==> config.mk <==
export PLATFORM = sky130hd
export DESIGN_NAME = ntt_bitrev_loader
export DESIGN_NICKNAME = d
export VERILOG_FILES = /design/src/rtl/ntt_bitrev_loader.sv
export SDC_FILE = /design/constraint.sdc
export NUM_CORES = 1
export LEC_CHECK = 0
export ABC_CLOCK_PERIOD_IN_PS = 2100
export CORE_MARGIN = 2
export CORE_UTILIZATION = 44
export DETAILED_ROUTE_END_ITERATION = 16
export PLACE_DENSITY_LB_ADDON = 0.25
export SETUP_SLACK_MARGIN = 0.4
export SLEW_MARGIN = 20
export SYNTH_ARGS = -nofsm -noshare
export SYNTH_HDL_FRONTEND = slang
export SYNTH_SLANG_ARGS = --single-unit
==> constraint.sdc <==
create_clock -name clk -period 2.1 [get_ports clk]
set_input_delay 0.21 -clock clk [delete_from_list [all_inputs] [get_ports clk]]
set_output_delay 0.21 -clock clk [all_outputs]
set_load 0.02 [all_outputs]
==> src/rtl/ntt_bitrev_loader.sv <==
// Ping-pong loader: scatters natural-order coefficients into bit-reversed frames for the butterfly network.
// Optional per-word conditional modular reduction: define NTT_BITREV_LOADER_MOD_REDUCE_EN.
module ntt_bitrev_loader #(
   parameter int DATA_W = 8,
   parameter int N      = 8,
   localparam int LOG_N = $clog2(N)
) (
   input  logic                clk,
   input  logic                rst,
   input  logic [DATA_W-1:0]   mod,
   input  logic [DATA_W-1:0]   in_data,
   input  logic                in_valid,
   output logic                in_ready,
   output logic [N*DATA_W-1:0] out_data,
   output logic                out_valid,
   input  logic                out_ready,
   output logic [LOG_N-1:0]    wr_index
);

   logic [DATA_W-1:0] bank [2][N];
   logic [1:0]        full;
   logic              wr_bank;
   logic              rd_bank;
   logic [LOG_N-1:0]  wr_idx;
   logic [DATA_W-1:0] store_data;
   logic              accept;
   logic              release_frame;
   logic              frame_done;

   function automatic logic [LOG_N-1:0] bitrev(input logic [LOG_N-1:0] x);
      return {<<{x}};
   endfunction

   assign in_ready      = !full[wr_bank] && !rst;
   assign out_valid     = full[rd_bank];
   assign accept        = in_valid && in_ready;
   assign release_frame = out_valid && out_ready;
   assign frame_done    = accept && (wr_idx == LOG_N'(N-1));
   assign wr_index      = wr_idx;

`ifdef NTT_BITREV_LOADER_MOD_REDUCE_EN
   always_comb begin
      store_data = (in_data >= mod) ? in_data - mod : in_data;
   end
`else
   logic unused_mod;
   assign unused_mod = ^mod;

   always_comb begin
      store_data = in_data;
   end
`endif

   for (genvar k = 0; k < N; k++) begin : g_out
      assign out_data[k*DATA_W +: DATA_W] = bank[rd_bank][k];
   end

   // Full flags gate both sides, so the accept and release never target the same bank.
   always_ff @(posedge clk) begin
      if (rst) begin
         wr_idx  <= '0;
         wr_bank <= 1'b0;
         rd_bank <= 1'b0;
         full    <= '0;
         bank    <= '{default: '0};
      end else begin
         if (accept) begin
            bank[wr_bank][bitrev(wr_idx)] <= store_data;
            wr_idx <= frame_done ? '0 : wr_idx + LOG_N'(1);
            if (frame_done) begin
               full[wr_bank] <= 1'b1;
               wr_bank       <= !wr_bank;
            end
         end
         if (release_frame) begin
            full[rd_bank] <= 1'b0;
            rd_bank       <= !rd_bank;
         end
      end
   end

endmodule
* Word-level counts from Yosys, hierarchy flattened *
Cells that the tools add are included.

word-level totals
  word-level logic and storage cells = 71
  output and inout bits = 69
  bits of input ports = 20
  register bits = 135

cells by class
  reduce and logical (&&, ||, !) cells = 13
  mux-type cells = 21
  bitwise gates (word level) = 6
  $lt $le $gt $ge = 9
  add/subtract/negate cells = 1
  equality and inequality tests = 1

operator list
  cell                 count
  $mux 64              4
  $bwmux 128           1
  $demux 64 s1         1
  $demux 8 s3          1
  $logic_and 1x1->1    8
  $mux 2               4
  $mux 8               1
  $mux 1               6
  $ge 2x2->1 const B   2
  $ge 4x4->1 const B   1
  $logic_not 1->1      4
  $lt 1x2->1 const B   2
  $lt 4x1->1 const B   1
  $not 1->2            2
  $not 3->4            1
  $add 3x1->3 const B  1
  $eq 3x3->1 const B   1
  $mux 3               1
  $and 2x2->2          1
  $demux 1 s1          2
  $ge 1x1->1 const B   2
  $lt 2x1->1 const B   1
  $not 2->2            1
  $or 2x2->2           1
  $reduce_and 2->1     1

* Longest topological paths before layout *
Gate-level depths: netlist of the first run.

  depth in word-level cells = 11
  gate-level depth with buffers = 7
  depth with buffers taken out = 5

* Worst setup path after synthesis of the first run *
Ideal clock, no wire load.

  kind = reg-to-reg
  start point = reg wr_idx[1], in the netlist wr_index[1]
  end point = reg full[0]
  path slack = 0.354 ns
  stages on the path, launching flop included = 8
  clock period less this slack = 1.746 ns
  arrival time = 1.680 ns
  path through = dfxtp_1 ha_1 ha_1 buf_2 nand3b_4 or3_1 buf_6 a21oi_2

on the way
  longest elaborated chain between the ends = 7

RTL lines
  what                            line  text
  start: declaration              24    logic [LOG_N-1:0] wr_idx;
  start signal: assignment        69    wr_idx <= frame_done ? '0 : wr_idx + LOG_N'(1);
  $eq 3x3->1 (*)                  38    assign frame_done = accept && (wr_idx == LOG_N'(N-1));
  $logic_and 1x1->1 (*)           38
  $mux 2 (*)                      70    if (frame_done) begin
  $mux 2 (*)                      67    if (accept) begin
  $mux 2 (*)                      60    if (rst) begin
  $and 2x2->2 (no source line)    --
  $mux 2 (*)                      75    if (release_frame) begin
  end signal: assignment          64    full <= '0;
  end signal: indexed assignment  71    full[wr_bank] <= 1'b1;
  end signal: indexed assignment  76    full[rd_bank] <= 1'b0;
  end: declaration                21    logic [1:0] full;

Every way passes the cells marked *; elsewhere a longest branch is shown, timed or not. The select of a mux whose other input is x is not followed.
A chain may end at the register's enable or synchronous reset.

* Worst setup path after layout of the first run *
  start point = reg rd_bank
  end point = out out_data[61]

on the way
  longest elaborated chain between the ends = 4

RTL lines
  what                                        line  text
  start: declaration                          23    logic rd_bank;
  start signal: assignment                    77    rd_bank <= !rd_bank;
  $not 1->2 (implied by the code)             55    assign out_data[k*DATA_W +: DATA_W] = bank[rd_bank][k];
  $mux 64 (implied by the code) (3 in a row)  55
  end: declaration                            14    output logic [N*DATA_W-1:0] out_data,

Every way passes these cells. The select of a mux whose other input is x is not followed.

==> flow_summary.yaml, run 1 <==
die:
  core_area_sq_um: 14480
  die_h_um: 125.5
  rows: 44
  io_pins: 89
  die_area_sq_um: 15760
  fp.dieW_um: 125.5
  initial_core_util: 0.4488
timing:
  rsz0062_at_grt: "yes"
  finClkSkew_ns: 0.007756
  setup_slack_ns: 0.1642
  hold_viol: 0
  fin_tns_setup_ns: 0
  slew_headroom: 0.6047
  hold_slack_ns: 0.2308
  tightest_slew_ns: 0.5908
  period_share: 0.9218
  final_max_slew_viol_count: 0
  min_period_ns: 1.936
  finalSetupViolCount: 0
  clock.fmax_ghz: 0.5166
critical_path:
  slowest_delay_ns: 0.47
  worstPathCellList: "buf_12, buf_16, buf_6, mux2_4, buf_6"
  cp_max_fo: 7
  worst-setup-path-type: "flip-flop to primary output"
  reg2reg_slack_ns: 0.48
  path_common_cell: "buf_6"
  path_delay_family: "buffers and inverters"
  crit_path_start_kind: "flip-flop"
  critPathRequiredTime_ns: 1.89
  crit_path_end_kind: "primary output"
  crit_path_top_delay_cell: "dfxtp_4"
  worstPathArrival_ns: 1.73
  crit_buf_inv: 4
grt:
  grt_antenna_before_repair: 0
  grt_pass1_wl_mm: 30.89
  track_usage: 0.2460
  grt_max_degree: 45
  grt_overflow_total: 0
  grt_pass1_vias: 5796
clocking:
  root_buffer: "clkbuf_16"
  cts_tree: "yes"
  clock_latency_ns: 0.42
  cts_buffers: 17
  hold_buffers: 0
  clk_path_buf_depth: 2
  cts.clk_slew.worst_paths_ns: 0.06
  h-tree-depth: 4
  cts.sinks: 135
placed_design:
  dp_hpwl_mm: 11.10
  port-buffer-count: 80
  gp_congestion: 0.7796
  place_ws_ns: 0.1706
layout:
  diodes: 0
  fillers: 1228
  area_growth_pct: 33.47
  fin_nets: 845
  drive_gt1_frac: 0.3305
routing:
  wl_per_cell_um: 19.61
  drcViolationCount: 0
  via_per_inst: 5.934
  wl_mm: 19.92
  ant_nets: 0
  drt_iter0_drc: 651
  num_vias: 6029
  firstDrtPassIters: 5
yosys:
  synth_ff_type: "dfxtp_1"
  synthArstFlopShare: 0
  synth_edf_count: 0
  synth_nets: 763
  syn_area_sq_um: 6497
  synth.distinct_cells: 42
  ys_seq_elements: 135
  yosysTopAreaCell: "dfxtp_1"
  synth_top_area_frac: 0.4159
  ys_seq_area_frac: 0.4159
  synth_cells: 737
  syn_area_per_cell_sq_um: 8.816
  yosys_warnings: 0
  synthTopCellsByArea: "dfxtp_1 42%, mux2_2 11%, nand3_1 9.2%"
power_and_ir_drop:
  power_mw: 6.135
  p_leak_nw: 3.247
  peakVddDrop_mv: 0.4307
  power_density_nw_per_um2: 707.4
run:
  drv_cap: 0
hold_path:
  hp-class: "input pin to flip-flop"
run_status:
  status: "finished, final reports clean"
-- per-stage QoR --
step / area [sq um] / cells / utilization
4_1_cts: 8265 / 998 / 0.5709
6_report: 8672 / 1016 / 0.5989
3_5_place_dp: 7317 / 946 / 0.5054
2_1_floorplan: 6500 / 737 / -
3_3_place_gp: 7317 / 946 / 0.5054
5_1_grt: 8672 / 1016 / 0.5989
-- power by group --
group	internal [mW]	total [mW]	switching [mW]
logic	0.141	0.398	0.257
clock network	2.01	3.14	1.13
registers	2.58	2.60	0.0147
-- per-layer routing --
| metal | wire (um) | share of wire | vias up | GRT usage |
|---|---|---|---|---|
| li1 | - | - | 2818 | - |
| met1 | 8112 | 0.41 | 2882 | 0.3182 |
| met2 | 9715 | 0.49 | 286 | 0.4045 |
| met3 | 1452 | 0.073 | 43 | 0.04621 |
| met4 | 640 | 0.032 | 0 | 0.1013 |
| met5 | 0 | 0 | - | 0 |
-- synth_stat cells, drive strengths merged, types with 3 or more instances --
cell type and count:
clkbuf 27, and4bb 7, mux2 64, nand2 13
nand4bb 6, dfxtp 135, nand2b 3, ha 6
buf 64, nand3 120, a21oi 113, nor2 3
o211ai 16, inv 14, o21ai 121, nor2b 4
-- cell type report --
type / instances / area [sq um] / area share
tap: 184 / 230.2 / 0.02655
inverter: 14 / 52.55 / 0.006060
timing repair buffer: 154 / 1612 / 0.1858
clock inverter: 13 / 177.7 / 0.02049
sequential: 135 / 2710 / 0.3125
clock buffer: 19 / 442.9 / 0.05107
multi-input combinational: 497 / 3447 / 0.3975
-- registers in the layout, indices dropped and copies added, names as in the netlist --
name / count
bank: 128
wr_index: 3
full: 2
rd_bank: 1
wr_bank: 1
-- cell usage in the layout, fill, tap and decap left out, drive strengths merged, types with 3 or more instances in the layout --
master / n
nor2b: 4
nand2: 13
buf: 134
clkinv: 6
nand4bb: 6
nor2: 3
a21oi: 113
dfxtp: 135
o211ai: 16
bufinv: 4
nand2b: 3
inv: 15
mux2: 64
nand3: 120
clkbuf: 26
clkdlybuf4s50: 12
ha: 6
o21ai: 121
and4bb: 7
-- what timing repair did --
item                                    4_1_cts  5_1_grt
pin swaps                                     0        1
endpoints found under the setup margin       78      136
gates cloned                                  6        2
buffers inserted                             14       16
gates resized for setup                     247      197
endpoints found under the hold margin         0        0
-- logic make-up after synthesis --
| group | count (synthesis) | share of synthesized area |
|---|---|---|
| AOI/OAI and AO/OA | 260 | 0.2164 |
| and+or+nand+nor | 166 | 0.1554 |
| DFF | 135 | 0.4159 |
| buffers and inverters | 105 | 0.08819 |
| muxes | 65 | 0.1125 |
| adders and majority gates | 6 | 0.01155 |
-- final timing paths --
kind	start	endpoint	cells past startpoint
max	rd_bank	out_data[61]	5
min	rst	full[1]	2
max reg2reg	wr_index[0]	bank[67]	5
min reg2reg	bank[20]	bank[20]	2
Note: power is estimated with default switching activity, not from simulation.
==> inputs of run 2 (changes only) <==
--- a/config.mk
+++ b/config.mk
@@ -7,7 +7,7 @@
 export LEC_CHECK = 0
 export ABC_CLOCK_PERIOD_IN_PS = 2100
 export CORE_MARGIN = 2
-export CORE_UTILIZATION = 44
+export CORE_UTILIZATION = 55
 export DETAILED_ROUTE_END_ITERATION = 16
 export PLACE_DENSITY_LB_ADDON = 0.25
 export SETUP_SLACK_MARGIN = 0.4
==> flow_summary.yaml, run 2 (synthesis results as in run 1) <==
run_status:
  status: "finished, final reports clean"
hold_path:
  min_from: "rst"
  hold_depth: 2
  hp-class: "input pin to flip-flop"
  whs_endpoint: "full[1]"
grt:
  grt_pass1_wl_mm: 30.06
  track_usage: 0.2959
  grt_antenna_before_repair: 0
  grt_pass1_vias: 5866
  grt_max_degree: 56
  grt_overflow_total: 0
critical_path:
  worst-setup-path-type: "flip-flop to primary output"
  cp_max_fo: 5
  crit_path_end_kind: "primary output"
  crit_path_start_kind: "flip-flop"
  ff2ff_path_depth: 5
  worstPathArrival_ns: 1.61
  reg2reg_slack_ns: 0.39
  worstReg2RegEnd: "bank[70]"
  critPathRequiredTime_ns: 1.89
  timing.rr.start: "wr_index[1]"
placed_design:
  port-buffer-count: 80
  dp_hpwl_mm: 10.63
  gp_congestion: 0.7848
  dp_cells: 902
  place_ws_ns: 0.03401
  dpl_cell_area_sq_um: 7231
layout:
  largest_register_ffs: 128
  final_common_cell: "dfxtp_1"
  fin_cells: 952
  area_growth_pct: 29.85
  final_cell_mix: "130 x dfxtp_1, 119 x nand3_1, 112 x a21oi_1, 106 x o21ai_0, 58 x buf_6"
  diodes: 0
  drive_gt1_frac: 0.3103
  fin_nets: 822
  fin_area_sq_um: 8437
  largest-register: "bank"
clocking:
  clk_path_buf_depth: 2
  hold_buffers: 0
  h-tree-depth: 4
  cts_tree: "yes"
  cts.sinks: 135
  clock_latency_ns: 0.43
  cts_buffers: 17
  cts.clk_slew.worst_paths_ns: 0.06
  root_buffer: "clkbuf_16"
timing:
  final_max_slew_viol_count: 0
  rsz0062_at_grt: "yes"
  min_period_ns: 1.824
  finClkSkew_ns: 0.007588
  clock.fmax_ghz: 0.5484
  fin_tns_setup_ns: 0
  tightest_slew_ns: 0.6704
  period_share: 0.8684
  slew_headroom: 0.5521
  finalSetupViolCount: 0
  setup_slack_ns: 0.2764
  hold_viol: 0
routing:
  wl_mm: 19.80
  wl_per_cell_um: 20.80
  via_per_inst: 6.377
  firstDrtPassIters: 5
  drcViolationCount: 0
  ant_nets: 0
  drt_iter0_drc: 644
  num_vias: 6071
power_and_ir_drop:
  power_density_nw_per_um2: 748.2
  power_mw: 6.312
  peakVddDrop_mv: 0.4138
  p_leak_nw: 3.126
die:
  core_area_sq_um: 11470
  initial_core_util: 0.5666
  rows: 39
  die_h_um: 112.7
  fp.dieW_um: 112.7
  io_pins: 89
  die_area_sq_um: 12700
run:
  drv_cap: 0
[run 2: power by group]
part           internal, mW  total, mW  switching (mW)
Combinational         0.137      0.394           0.257
Sequential             2.58       2.60          0.0150
Clock                  2.17       3.32            1.15
Total                  4.89       6.31            1.43
[run 2: final cells by class]
type / instances / area, sq um
Clock buffer: 20 / 456.7
Sequential cell: 135 / 2711
Inverter: 14 / 52.55
Multi-Input combinational cell: 498 / 3430
Fill cell: 785 / 3030
Clock inverter: 12 / 198.9
Timing Repair Buffer: 130 / 1409
Tap cell: 143 / 178.9
[run 2: layer usage]
| metal | GRT usage | vias up | wire, um |
|---|---|---|---|
| met1 | 0.3927 | 2937 | 8084 |
| met5 | 0 | - | 0 |
| met2 | 0.4790 | 309 | 9594 |
| met3 | 0.05731 | 52 | 1556 |
| li1 | - | 2773 | - |
| met4 | 0.1146 | 0 | 563 |
[run 2: worst max-delay path, stage by stage, from the launching register on]
cell     delay, ns
dfxtp_4       0.42
buf_6         0.14
buf_16        0.12
mux2_2        0.36
buf_6         0.14
[run 2: worst max-delay path by stage]
stage	start	end	slack (ns)	depth (start not counted)
3_3_place_gp	in_valid	bank[14]	0.16	5
4_1_cts	rd_bank	out_data[1]	0.24	3
6_report	rd_bank	out_data[20]	0.28	4
5_1_grt	rd_bank	out_data[20]	0.26	4
3_5_place_dp	in_valid	bank[79]	0.03	5
2_1_floorplan	wr_index[2]	full[0]	0.42	6
[run 2: per-stage QoR]
step,util,hold WS [ns]
3_3_place_gp,0.6306,0.4563
2_1_floorplan,-,0.3297
4_1_cts,0.6762,0.2482
5_1_grt,0.7357,0.2979
6_report,0.7357,0.2729
3_5_place_dp,0.6306,0.4631
[run 2: repair_timing]
| item | CTS | global route |
|---|---|---|
| buffers inserted | 7 | 1 |
| setup endpoints to repair | 118 | 121 |
| resized for setup | 272 | 169 |
| gates cloned | 4 | 6 |
| pin swaps | 0 | 2 |
